`config.mk`:
```
export PLATFORM = sky130hd
export DESIGN_NAME = instr_fetch
export DESIGN_NICKNAME = d
export VERILOG_FILES = /design/src/rtl/instr_fetch.sv
export SDC_FILE = /design/constraint.sdc
export NUM_CORES = 1
export LEC_CHECK = 0
export ABC_AREA = 0
export BUFFER_PORTS_ARGS = -buffer_cell sky130_fd_sc_hd__buf_2
export CAP_MARGIN = 20
export CELL_PAD_IN_SITES_DETAIL_PLACEMENT = 0
export CELL_PAD_IN_SITES_GLOBAL_PLACEMENT = 1
export CORE_ASPECT_RATIO = 0.75
export CORE_MARGIN = 4
export CORE_UTILIZATION = 45
export CTS_BUF_LIST = sky130_fd_sc_hd__clkbuf_4 sky130_fd_sc_hd__clkbuf_8 sky130_fd_sc_hd__clkbuf_16
export CTS_CLUSTER_DIAMETER = 40
export DETAILED_ROUTE_END_ITERATION = 8
export GPL_TIMING_DRIVEN = 0
export PLACE_DENSITY = 0.79
export RECOVER_POWER = 25
export SYNTH_ARGS = -nofsm -noshare
export SYNTH_HDL_FRONTEND = slang
export SYNTH_SLANG_ARGS = --single-unit
```
`constraint.sdc`:
```
create_clock -name clk -period 9 [get_ports clk]
set_input_delay 0.45 -clock clk [delete_from_list [all_inputs] [get_ports clk]]
set_output_delay 0.45 -clock clk [all_outputs]
set_load 0.01 [all_outputs]
```
`src/rtl/instr_fetch.sv`:
```
// Instruction fetch front end: credit-limited request issue, in-order response
// tracking with redirect squashing, and a 2-entry buffer toward the decoder.
module instr_fetch #(
    parameter logic [31:0] RESET_PC = 32'h0000_0000
) (
    input  logic        clk,
    input  logic        rst,
    output logic        imem_req_valid,
    input  logic        imem_req_ready,
    output logic [31:0] imem_req_addr,
    input  logic        imem_rsp_valid,
    input  logic [31:0] imem_rsp_data,
    input  logic        redirect_valid,
    input  logic [31:0] redirect_pc,
    output logic        instr_valid,
    input  logic        instr_ready,
    output logic [31:0] instruction,
    output logic [31:0] instr_pc
);
    localparam int DEPTH = 2;

    logic [31:0]      pc_q, pc_d;
    logic [31:0]      inf_addr_q [DEPTH];
    logic [31:0]      inf_addr_d [DEPTH];
    logic             inf_head_q, inf_head_d;
    logic [1:0]       inf_cnt_q, inf_cnt_d;
    logic [31:0]      buf_word_q [DEPTH];
    logic [31:0]      buf_word_d [DEPTH];
    logic [31:0]      buf_addr_q [DEPTH];
    logic [31:0]      buf_addr_d [DEPTH];
    logic             buf_head_q, buf_head_d;
    logic [1:0]       buf_cnt_q, buf_cnt_d;
    logic [1:0]       drop_cnt_q, drop_cnt_d;

    logic             req_fire, rsp_fire, rsp_keep, dec_pop;
    logic             inf_tail, buf_tail;
    logic [2:0]       occupancy;
    logic [DEPTH-1:0] inf_we, buf_we;

    // Outstanding requests count against buffer space so a returning word always has a slot.
    always_comb begin
        occupancy      = {1'b0, inf_cnt_q} + {1'b0, buf_cnt_q};
        imem_req_valid = !rst && !redirect_valid && (occupancy < 3'd2);
        imem_req_addr  = pc_q;
        instr_valid    = (buf_cnt_q != 2'd0);
        instruction    = buf_word_q[buf_head_q];
        instr_pc       = buf_addr_q[buf_head_q];

        req_fire = imem_req_valid && imem_req_ready;
        rsp_fire = imem_rsp_valid && (inf_cnt_q != 2'd0);
        rsp_keep = rsp_fire && (drop_cnt_q == 2'd0) && !redirect_valid;
        dec_pop  = instr_valid && instr_ready;
        inf_tail = inf_head_q ^ inf_cnt_q[0];
        buf_tail = buf_head_q ^ buf_cnt_q[0];
    end

    genvar gi;
    generate
        for (gi = 0; gi < DEPTH; gi++) begin : g_entry
            assign inf_we[gi]     = req_fire && (inf_tail == 1'(gi));
            assign inf_addr_d[gi] = inf_we[gi] ? pc_q : inf_addr_q[gi];
            assign buf_we[gi]     = rsp_keep && (buf_tail == 1'(gi));
            assign buf_word_d[gi] = buf_we[gi] ? imem_rsp_data : buf_word_q[gi];
            assign buf_addr_d[gi] = buf_we[gi] ? inf_addr_q[inf_head_q] : buf_addr_q[gi];
        end
    endgenerate

    always_comb begin
        pc_d       = pc_q;
        inf_head_d = inf_head_q ^ rsp_fire;
        inf_cnt_d  = inf_cnt_q + {1'b0, req_fire} - {1'b0, rsp_fire};
        buf_head_d = buf_head_q ^ dec_pop;
        buf_cnt_d  = buf_cnt_q + {1'b0, rsp_keep} - {1'b0, dec_pop};
        drop_cnt_d = drop_cnt_q;

        if (req_fire) begin
            pc_d = pc_q + 32'd4;
        end
        if (redirect_valid) begin
            // Every request still outstanding after this cycle belongs to the old path.
            pc_d       = redirect_pc;
            buf_cnt_d  = 2'd0;
            drop_cnt_d = inf_cnt_q - {1'b0, rsp_fire};
        end else if (rsp_fire && (drop_cnt_q != 2'd0)) begin
            drop_cnt_d = drop_cnt_q - 2'd1;
        end
    end

    always_ff @(posedge clk or posedge rst) begin
        if (rst) begin
            pc_q       <= RESET_PC;
            inf_head_q <= 1'b0;
            inf_cnt_q  <= 2'd0;
            buf_head_q <= 1'b0;
            buf_cnt_q  <= 2'd0;
            drop_cnt_q <= 2'd0;
            for (int i = 0; i < DEPTH; i++) begin
                inf_addr_q[i] <= '0;
                buf_word_q[i] <= '0;
                buf_addr_q[i] <= '0;
            end
        end else begin
            pc_q       <= pc_d;
            inf_head_q <= inf_head_d;
            inf_cnt_q  <= inf_cnt_d;
            buf_head_q <= buf_head_d;
            buf_cnt_q  <= buf_cnt_d;
            drop_cnt_q <= drop_cnt_d;
            for (int i = 0; i < DEPTH; i++) begin
                inf_addr_q[i] <= inf_addr_d[i];
                buf_word_q[i] <= buf_word_d[i];
                buf_addr_q[i] <= buf_addr_d[i];
            end
        end
    end

endmodule

```
==> results of run 1 <==
## cell usage after synthesis, types with 11 or more instances
cell and count:
mux2i_1 35, clkbuf_1 33, mux2_2 164, mux2_4 24, nand4_1 11, a21oi_1 72, buf_2 11, nand2_1 45
o21ai_0 24, nand3_1 15, dfrtp_1 232, nor2_1 82
## cells by family (layout without fill, tap and decap cells)
family	Yosys count	count (layout)	share of synthesized area [%]
AO/OA/AOI/OAI	133	133	7.468
XOR/XNOR	13	13	1.082
adder cells (fa/ha/maj)	8	8	1.023
buffers and inverters	65	289	2.842
flip-flops	232	232	55.17
multiplexers	223	223	24.30
AND/OR/NAND/NOR	183	183	8.110
## state kept, by name, indices dropped and copies added, names as in the netlist
signal         count
imem_req_addr     32
inf_head_q         1
inf_addr_q        64
buf_word_q        64
drop_cnt_q         2
inf_cnt_q          2
buf_head_q         1
buf_cnt_q          2
buf_addr_q        64
## cell usage in the layout, fill, tap and decap left out, types with 3 or more instances in the layout
cell type / instances
a21oi_1: 72
a221o_1: 6
a31oi_1: 3
and2_1: 4
and3_1: 6
buf_1: 3
buf_2: 176
buf_6: 4
clkbuf_1: 35
clkbuf_16: 31
clkbuf_4: 7
clkbuf_8: 4
clkinv_4: 3
clkinvlp_4: 3
dfrtp_1: 232
ha_1: 7
inv_1: 9
inv_6: 5
mux2_2: 164
mux2_4: 24
mux2i_1: 35
nand2_1: 45
nand3_1: 15
nand4_1: 11
nor2_1: 82
nor2b_1: 3
nor3_1: 3
o211ai_1: 8
o21ai_0: 24
o311ai_0: 9
xnor2_1: 8
xor2_1: 5
## power groups by stage
| stage | registers (W) | logic (W) | clock network (W) |
|---|---|---|---|
| floorplan | 0.00170 | 0.00116 | 0 |
| global route | 0.00183 | 0.00180 | 0.00129 |
| global placement | 0.00177 | 0.00162 | 0 |
| finish | 0.00177 | 0.00163 | 0.00122 |
| CTS | 0.00177 | 0.00166 | 0.00124 |
| detailed placement | 0.00178 | 0.00164 | 0 |
## stage by stage
stage / utilization, % / total power, W
after CTS: 55.69 / 0.004666
after global placement: 50.99 / 0.003381
final: 55.62 / 0.004622
after floorplan: - / 0.002865
after detailed placement: 51.14 / 0.003421
after global routing: 55.62 / 0.004923
## worst min path at each step
stage / from / to / cells past startpoint
final: redirect_pc[23] / imem_req_addr[23] / 3
after floorplan: inf_addr_q[36] / inf_addr_q[36] / 2
after global routing: redirect_pc[15] / imem_req_addr[15] / 3
after global placement: inf_addr_q[36] / inf_addr_q[36] / 2
after CTS: rst / imem_req_addr[1] / 2
after detailed placement: inf_addr_q[36] / inf_addr_q[36] / 2
## cell type report
type                       instances  share of cell area, %
timing repair buffer             167                  6.699
tap                              300                  2.934
inverter                          12                 0.3618
multi-input combinational        560                  34.53
clock inverter                    15                  1.271
clock buffer                      42                  6.904
sequential                       232                  45.37
buffer                            53                  1.926
## layer usage
| layer | GRT usage (%) | vias up |
|---|---|---|
| li1 | - | 3457 |
| met1 | 32.80 | 3710 |
| met2 | 30.64 | 186 |
| met3 | 3.375 | 33 |
| met4 | 3.578 | 0 |
| met5 | 0 | - |
==> impl_metrics.ini, run 1 <==
[outcome]
status = finished, violations left
violations = capacitance limit, slew limit

[clock_tree]
insertion_delay_ns = 0.54
post-cts-setup-buffers = 0
root_buffer = clkbuf_16
cts_sinks = 232
cts_resized = 0
clockBufferDepth = 3
cts-htree-levels = 1
path_clk_slew_ns = 0.05
numCtsBuffers = 31
cts_tree = done
cts-hold-fix-buffers = 0

[grt]
overflow = 0
grt_pass1_wl_mm = 43.17
grt_max_degree = 133
antenna_found_initial = 0
grt_pass1_vias = 7556
grt_usage_pct = 20.78

[route]
drt_pass1_iterations = 5
drc = 0
vias_per_cell = 5.348
dr.max_layer_used = met4
drt_iter0_markers = 576
post_drt_wl_per_cell_um = 19.25
wl_met2_mm = 11.55
wl_met3_mm = 1.281
wirelength_met1_mm = 13.39
via_count = 7386
ant_nets = 0
routed_wl_mm = 26.59

[power_and_ir_drop]
swShare_pct = 33.11
p_seq_share_pct = 38.3
pwr-share-comb_pct = 35.3
power.density_mw_per_mm2 = 361.2
irDropWorstVdd_mv = 0.1711
clockPowerShare_pct = 26.3
p_leak_nw = 6.141
p_int_w = 0.003092
p_sw_w = 0.001530

[timing]
setup_viol = 0
setup_ws_ns = 5.585
max_freq_ghz = 0.2929
timing.hold.ws_ns = 0.1276
grt_setup_unrepaired = false
relSlewSlack_pct = -211.9
slew_viol_final = 101
hold_viol = 0
fin_crit_sh_pct = 37.94
finClkSkew_ns = 0.01404
period_needed_ns = 3.415
tns_ns = 0
worst_pin_slew_ns = 4.652

[setup_path]
crit_start = rst
rrSetupSlack_ns = 5.64
crit_end = buf_addr_q[51]
crit_chain = clkbuf_1 > clkinvlp_2
r2r_start = inf_cnt_q[0]
max_stage_delay_ns = 2.59
r2r_cells = 13
worstSetupPathType = in2async
crit_family = buffers and inverters
crit_slowest_cell = clkinvlp_2
worst_ep_required_time_ns = 8.83
crit_cells = 2
cp_num_buf_inv = 2
worstPathArrival_ns = 3.24
rr_endpoint = inf_cnt_q[1]
end_kind = async pin
cp_max_fo = 101
start_kind = input port

[floorplan]
initial_utilization_pct = 45.75
num_rows = 48
ios = 168
die_w_um = 184.6
core_region_area_mm2 = 0.02300
die-area_mm2 = 0.02592
fp.dieH_um = 140.4

[yosys]
synth_seq_cells = 232
ys_types = 49
syn_nets = 935
synth_area_leaders = dfrtp_1 (55%), mux2_2 (18%), a21oi_1 (3.4%), mux2_4 (3.4%), mux2i_1 (3.3%)
synth_top_area_cell = dfrtp_1
synth.yosys.seq_area_share_pct = 55.17
synthesis.area_mm2 = 0.01052
avgSynthCellArea_um2 = 12.28
synthArstFlopShare_pct = 100.0
synth_top_area_share_pct = 55.17
syn_inst = 857
synth_edf_count = 0
ys.flop_type = dfrtp_1
yosys_warnings = 0

[layout]
diodes = 0
area_delta_synth_final_pct = 21.59
fin_area_mm2 = 0.01279
multi_input_area_mm2 = 0.004418
seq_area_mm2 = 0.005806
drive_gt1_share_pct = 40.06
fill_cells = 1992
final_nets = 1135
layoutNonFillerInstCount = 1381

[place]
dp_cells = 1324
place_hpwl_mm = 18.45
gp_congestion = 0.8194
preCtsSetupSlack_ns = 5.669
portBuffers = 166
place_area_mm2 = 0.01176

[min_path]
hold_path.class = in2reg

[flow_run]
cap_violations = 1
(Power assumes the default switching activity.)
==> run 2: changes to the inputs <==
--- a/config.mk
+++ b/config.mk
@@ -12,12 +12,12 @@
 export CELL_PAD_IN_SITES_GLOBAL_PLACEMENT = 1
 export CORE_ASPECT_RATIO = 0.75
 export CORE_MARGIN = 4
-export CORE_UTILIZATION = 45
+export CORE_UTILIZATION = 41
 export CTS_BUF_LIST = sky130_fd_sc_hd__clkbuf_4 sky130_fd_sc_hd__clkbuf_8 sky130_fd_sc_hd__clkbuf_16
 export CTS_CLUSTER_DIAMETER = 40
 export DETAILED_ROUTE_END_ITERATION = 8
 export GPL_TIMING_DRIVEN = 0
-export PLACE_DENSITY = 0.79
+export PLACE_DENSITY = 0.76
 export RECOVER_POWER = 25
 export SYNTH_ARGS = -nofsm -noshare
 export SYNTH_HDL_FRONTEND = slang
==> constraint.sdc (replaced) <==
create_clock -name clk -period 2.9 [get_ports clk]
set_input_delay 0.145 -clock clk [delete_from_list [all_inputs] [get_ports clk]]
set_output_delay 0.145 -clock clk [all_outputs]
set_load 0.01 [all_outputs]
==> impl_metrics.ini, run 2 (synthesis results as in run 1) <==
[outcome]
status = finished, violations left
violations = capacitance limit, slew limit

[grt]
grt_usage_pct = 19.73
grt_pass1_wl_mm = 44.84
grt_max_degree = 43
overflow = 0
grt_pass1_vias = 7833
antenna_found_initial = 0

[layout]
layoutNonFillerInstCount = 1495
drive_gt1_share_pct = 39.07
post-route-util_pct = 54.57
final_nets = 1211
area_delta_synth_final_pct = 30.10
reg_top3 = buf_addr_q (64), buf_word_q (64), inf_addr_q (64)
final_common_cell = dfrtp_1
diodes = 0
final_cell_mix = dfrtp_1 (231), buf_2 (176), mux2_2 (164), nor2_1 (82), a21oi_1 (72)
fin_area_mm2 = 0.01369

[timing]
slew_viol_final = 65
max_freq_ghz = 0.3578
grt_setup_unrepaired = false
fin_crit_sh_pct = 96.38
setup_viol = 0
hold_viol = 0
relSlewSlack_pct = -11.21
finClkSkew_ns = 0.009871
worst_pin_slew_ns = 1.668
period_needed_ns = 2.795

[power_and_ir_drop]
p_leak_nw = 6.528
irDropWorstVdd_mv = 0.5020
power.density_mw_per_mm2 = 1060

[place]
place_area_mm2 = 0.01193
portBuffers = 166
place_hpwl_mm = 19.69
gp_congestion = 0.8056
dp_cells = 1367

[setup_path]
max_stage_delay_ns = 0.39
crit_chain = and2_4 > fa_2 > nor4_4 > and2_1 > buf_6 > inv_2 > clkbuf_8 > clkbuf_8 > ha_1 > inv_1 > ha_1 > xnor2_2 > xnor2_1
end_kind = register
worstPathArrival_ns = 3.25
worst_ep_required_time_ns = 3.35
start_kind = register
cp_max_fo = 10
crit_slowest_cell = dfrtp_1
worstSetupPathType = reg2reg

[floorplan]
initial_utilization_pct = 41.95
ios = 168
core_region_area_mm2 = 0.02509
die_w_um = 193.0
num_rows = 50
fp.dieH_um = 146.7
die-area_mm2 = 0.02832

[clock_tree]
cts-htree-levels = 1
path_clk_slew_ns = 0.06
clockBufferDepth = 3
cts_sinks = 232
numCtsBuffers = 31
cts_tree = done
insertion_delay_ns = 0.53
root_buffer = clkbuf_16

[route]
post_drt_wl_per_cell_um = 18.61
drc = 0
vias_per_cell = 5.146
routed_wl_mm = 27.83
drt_iter0_markers = 443
drt_pass1_iterations = 5
via_count = 7694
ant_nets = 0

[min_path]
hold_path.class = in2reg

[flow_run]
cap_violations = 2
[run 2: timing repair]
item | CTS | global route
setup buffers | 4 | 0
hold buffers | 67 | 0
gates cloned | 0 | 0
endpoints found under the hold margin | 170 | 0
setup endpoints to repair | 10 | 52
pin swaps | 4 | 1
resized for setup | 2 | 10
[run 2: area by class of cell]
type | instances | area (um^2)
Clock buffer | 37 | 833.3
Clock inverter | 20 | 232.7
Sequential cell | 232 | 5807
Fill cell | 2154 | 11400
Buffer | 53 | 284.0
Tap cell | 338 | 422.9
Multi-Input combinational cell | 560 | 4431
Timing Repair Buffer | 243 | 1633
Inverter | 12 | 46.29
[run 2: report_power, final]
part	switching (W)	leakage, nW	internal [W]	total, W
sequential	0.000789	2.88	0.00465	0.00544
clock	0.00145	0.522	0.00242	0.00387
combinational	0.00247	3.12	0.00273	0.00521
[run 2: through the flow]
stage               hold slack, ns  setup TNS, ns  setup slack [ns]  total power, W
global placement            0.3749        -416.16            -1.821         0.01047
detailed placement          0.1661        -0.2175           -0.1882         0.01061
global route               0.03662              0          0.009904         0.01545
CTS                       0.004864              0           0.01010         0.01468
floorplan                   0.2565         -65.18           -0.2809        0.008906
finish                     0.04435              0            0.1050         0.01452
[run 2: per-layer routing]
layer	track usage (%)	part of all wire (%)	wire, um
met4	3.999	1.9	539
met3	3.967	5.5	1541
met5	0	0	0
met2	28.68	43	11930
met1	30.76	50	13820
[run 2: final timing paths]
path	startpoint	slack, ns	endpoint	cells past startpoint
setup reg to reg	inf_cnt_q[0]	0.11	inf_cnt_q[1]	13
min in group asynchronous	rst	0.22	buf_addr_q[9]	3
max in group asynchronous	rst	0.49	buf_word_q[32]	6
hold / removal	imem_req_ready	0.04	imem_req_addr[6]	4
setup / recovery	inf_cnt_q[0]	0.11	inf_cnt_q[1]	13
hold reg to reg	inf_addr_q[29]	0.47	inf_addr_q[29]	2
[run 2: worst max-delay path, delay by kind of cell (launching register included)]
family                   cells  cell delay (ns)
adder cells (fa/ha/maj)      3             0.84
AND/OR/NAND/NOR              3             0.60
buffers and inverters        5             0.57
flip-flops                   1             0.39
XOR/XNOR                     2             0.30
==> run 3: changes to the inputs <==
--- a/config.mk
+++ b/config.mk
@@ -12,13 +12,14 @@
 export CELL_PAD_IN_SITES_GLOBAL_PLACEMENT = 1
 export CORE_ASPECT_RATIO = 0.75
 export CORE_MARGIN = 4
-export CORE_UTILIZATION = 41
+export CORE_UTILIZATION = 40
 export CTS_BUF_LIST = sky130_fd_sc_hd__clkbuf_4 sky130_fd_sc_hd__clkbuf_8 sky130_fd_sc_hd__clkbuf_16
 export CTS_CLUSTER_DIAMETER = 40
 export DETAILED_ROUTE_END_ITERATION = 8
 export GPL_TIMING_DRIVEN = 0
-export PLACE_DENSITY = 0.76
+export PLACE_DENSITY = 0.74
 export RECOVER_POWER = 25
 export SYNTH_ARGS = -nofsm -noshare
 export SYNTH_HDL_FRONTEND = slang
 export SYNTH_SLANG_ARGS = --single-unit
+export TNS_END_PERCENT = 100
==> impl_metrics.ini, run 3 (synthesis results as in run 1) <==
[floorplan]
ios = 168
die-area_mm2 = 0.02899
num_rows = 51
die_w_um = 195.3
core_region_area_mm2 = 0.02591
initial_utilization_pct = 40.62
fp.dieH_um = 148.5

[power_and_ir_drop]
irDropWorstVdd_mv = 0.5307
p_seq_share_pct = 37.5
pwr-share-comb_pct = 35.9
p_int_w = 0.009786
finalPower_w = 0.01453
p_leak_nw = 6.526
swShare_pct = 32.67
p_sw_w = 0.004748
clockPowerShare_pct = 26.6
power.density_mw_per_mm2 = 1064

[setup_path]
crit_slowest_cell = fa_2
cp_num_buf_inv = 2
max_stage_delay_ns = 0.57
start_kind = register
worstSetupPathType = reg2reg
rrSetupSlack_ns = 0.1
cp_max_fo = 10
crit_chain = and2_4 > fa_2 > nor4_4 > and2_4 > buf_6 > nand2_1 > clkbuf_1 > mux2_2
worstPathArrival_ns = 3.24
crit_family = simple AND/OR/NAND/NOR gates
worst_ep_required_time_ns = 3.33
path_common_cell = and2_4
end_kind = register

[layout]
layoutNonFillerInstCount = 1499
diodes = 0
fill_cells = 2317
post-route-util_pct = 52.71
final_nets = 1211
reg_top3 = buf_addr_q (64), buf_word_q (64), inf_addr_q (64)
drive_gt1_share_pct = 39.13
final_cell_mix = dfrtp_1 (232), buf_2 (176), mux2_2 (164), nor2_1 (81), a21oi_1 (72)
final_common_cell = dfrtp_1
area_delta_synth_final_pct = 29.79

[timing]
grt_setup_unrepaired = false
setup_ws_ns = 0.09826
worst_pin_slew_ns = 1.381
setup_viol = 0
hold_viol = 0
period_needed_ns = 2.802
relSlewSlack_pct = 7.921
fin_crit_sh_pct = 96.61
slew_viol_final = 0
finClkSkew_ns = 0.02293
max_freq_ghz = 0.3569

[clock_tree]
path_clk_slew_ns = 0.06
clockBufferDepth = 3
insertion_delay_ns = 0.56
numCtsBuffers = 31
cts-htree-levels = 1
cts_sinks = 232
cts_tree = done
root_buffer = clkbuf_16

[place]
dp_cells = 1373
portBuffers = 166
place_hpwl_mm = 19.85
preCtsSetupSlack_ns = -0.1887
gp_congestion = 0.7874

[grt]
grt_usage_pct = 19.56
antenna_found_initial = 0
grt_pass1_vias = 7902
grt_max_degree = 40
grt_pass1_wl_mm = 45.57
overflow = 0

[route]
vias_per_cell = 5.130
wl_met3_mm = 1.287
ant_nets = 0
wirelength_met1_mm = 14.21
drc = 0
dr.max_layer_used = met4
drt_iter0_markers = 501
via_count = 7690
drt_pass1_iterations = 4
wl_met2_mm = 12.50
routed_wl_mm = 28.32
post_drt_wl_per_cell_um = 18.89

[flow_run]
cap_violations = 0

[min_path]
hold_path.class = in2reg

[outcome]
status = completed
==> run 3: power by group through the flow <==
stage | Clock [W] | Combinational (W) | Sequential [W]
floorplan | 0 | 0.00362 | 0.00529
global placement | 0 | 0.00505 | 0.00545
detailed placement | 0 | 0.00513 | 0.00550
CTS | 0.00395 | 0.00528 | 0.00545
global route | 0.00411 | 0.00575 | 0.00565
finish | 0.00387 | 0.00522 | 0.00545
==> run 3: tightest hold or removal path, delay by kind of cell <==
kind                      cells  cell delay [ns]
AOI/OAI and AO/OA             1             0.18
xor gates and xnor gates      1             0.18
buffers and inverters         1             0.11
==> run 3: path summary, 6_finish.rpt <==
path | start | endpoint | cells past startpoint
worst min-delay path | imem_rsp_valid | inf_head_q | 3
worst max register to register | inf_cnt_q[0] | inf_addr_q[2] | 8
min in group asynchronous | rst | inf_addr_q[7] | 3
worst min register to register | inf_addr_q[4] | inf_addr_q[4] | 2
worst max-delay path | inf_cnt_q[0] | inf_addr_q[2] | 8
max in group asynchronous | rst | imem_req_addr[21] | 5
==> run 3: cell type report <==
class	count	area [um^2]	area share (%)
inverter	12	46.29	0.3390
tap	344	430.4	3.152
timing repair buffer	244	1608	11.77
sequential	232	5806	42.51
multi-input combinational	560	4436	32.48
clock inverter	15	185.2	1.356
buffer	52	271.5	1.988
clock buffer	40	874.6	6.404
==> run 3: what timing repair did <==
action / 4_1_cts / 5_1_grt
buffers inserted: 3 / 1
endpoints found under the hold margin: 119 / 0
gates resized for setup: 3 / 11
endpoints found under the setup margin: 57 / 64
hold buffers: 68 / 0
pin swaps: 2 / 3
==> run 3: per-layer routing <==
metal	vias to the layer above	GRT usage (%)
met3	31	3.397
met1	3868	30.06
met2	171	29.75
li1	3620	-
met4	0	3.105
met5	-	0
==> run 3: stage by stage <==
step,hold WS [ns],area (um^2),TNS [ns]
3_3_place_gp,0.3748,11810,-425.31
6_report,0.1204,13660,0
5_1_grt,0.1148,13660,0
3_5_place_dp,0.3062,11930,-0.5766
4_1_cts,0.07148,13700,-0.01875
2_1_floorplan,0.2565,10550,-65.18
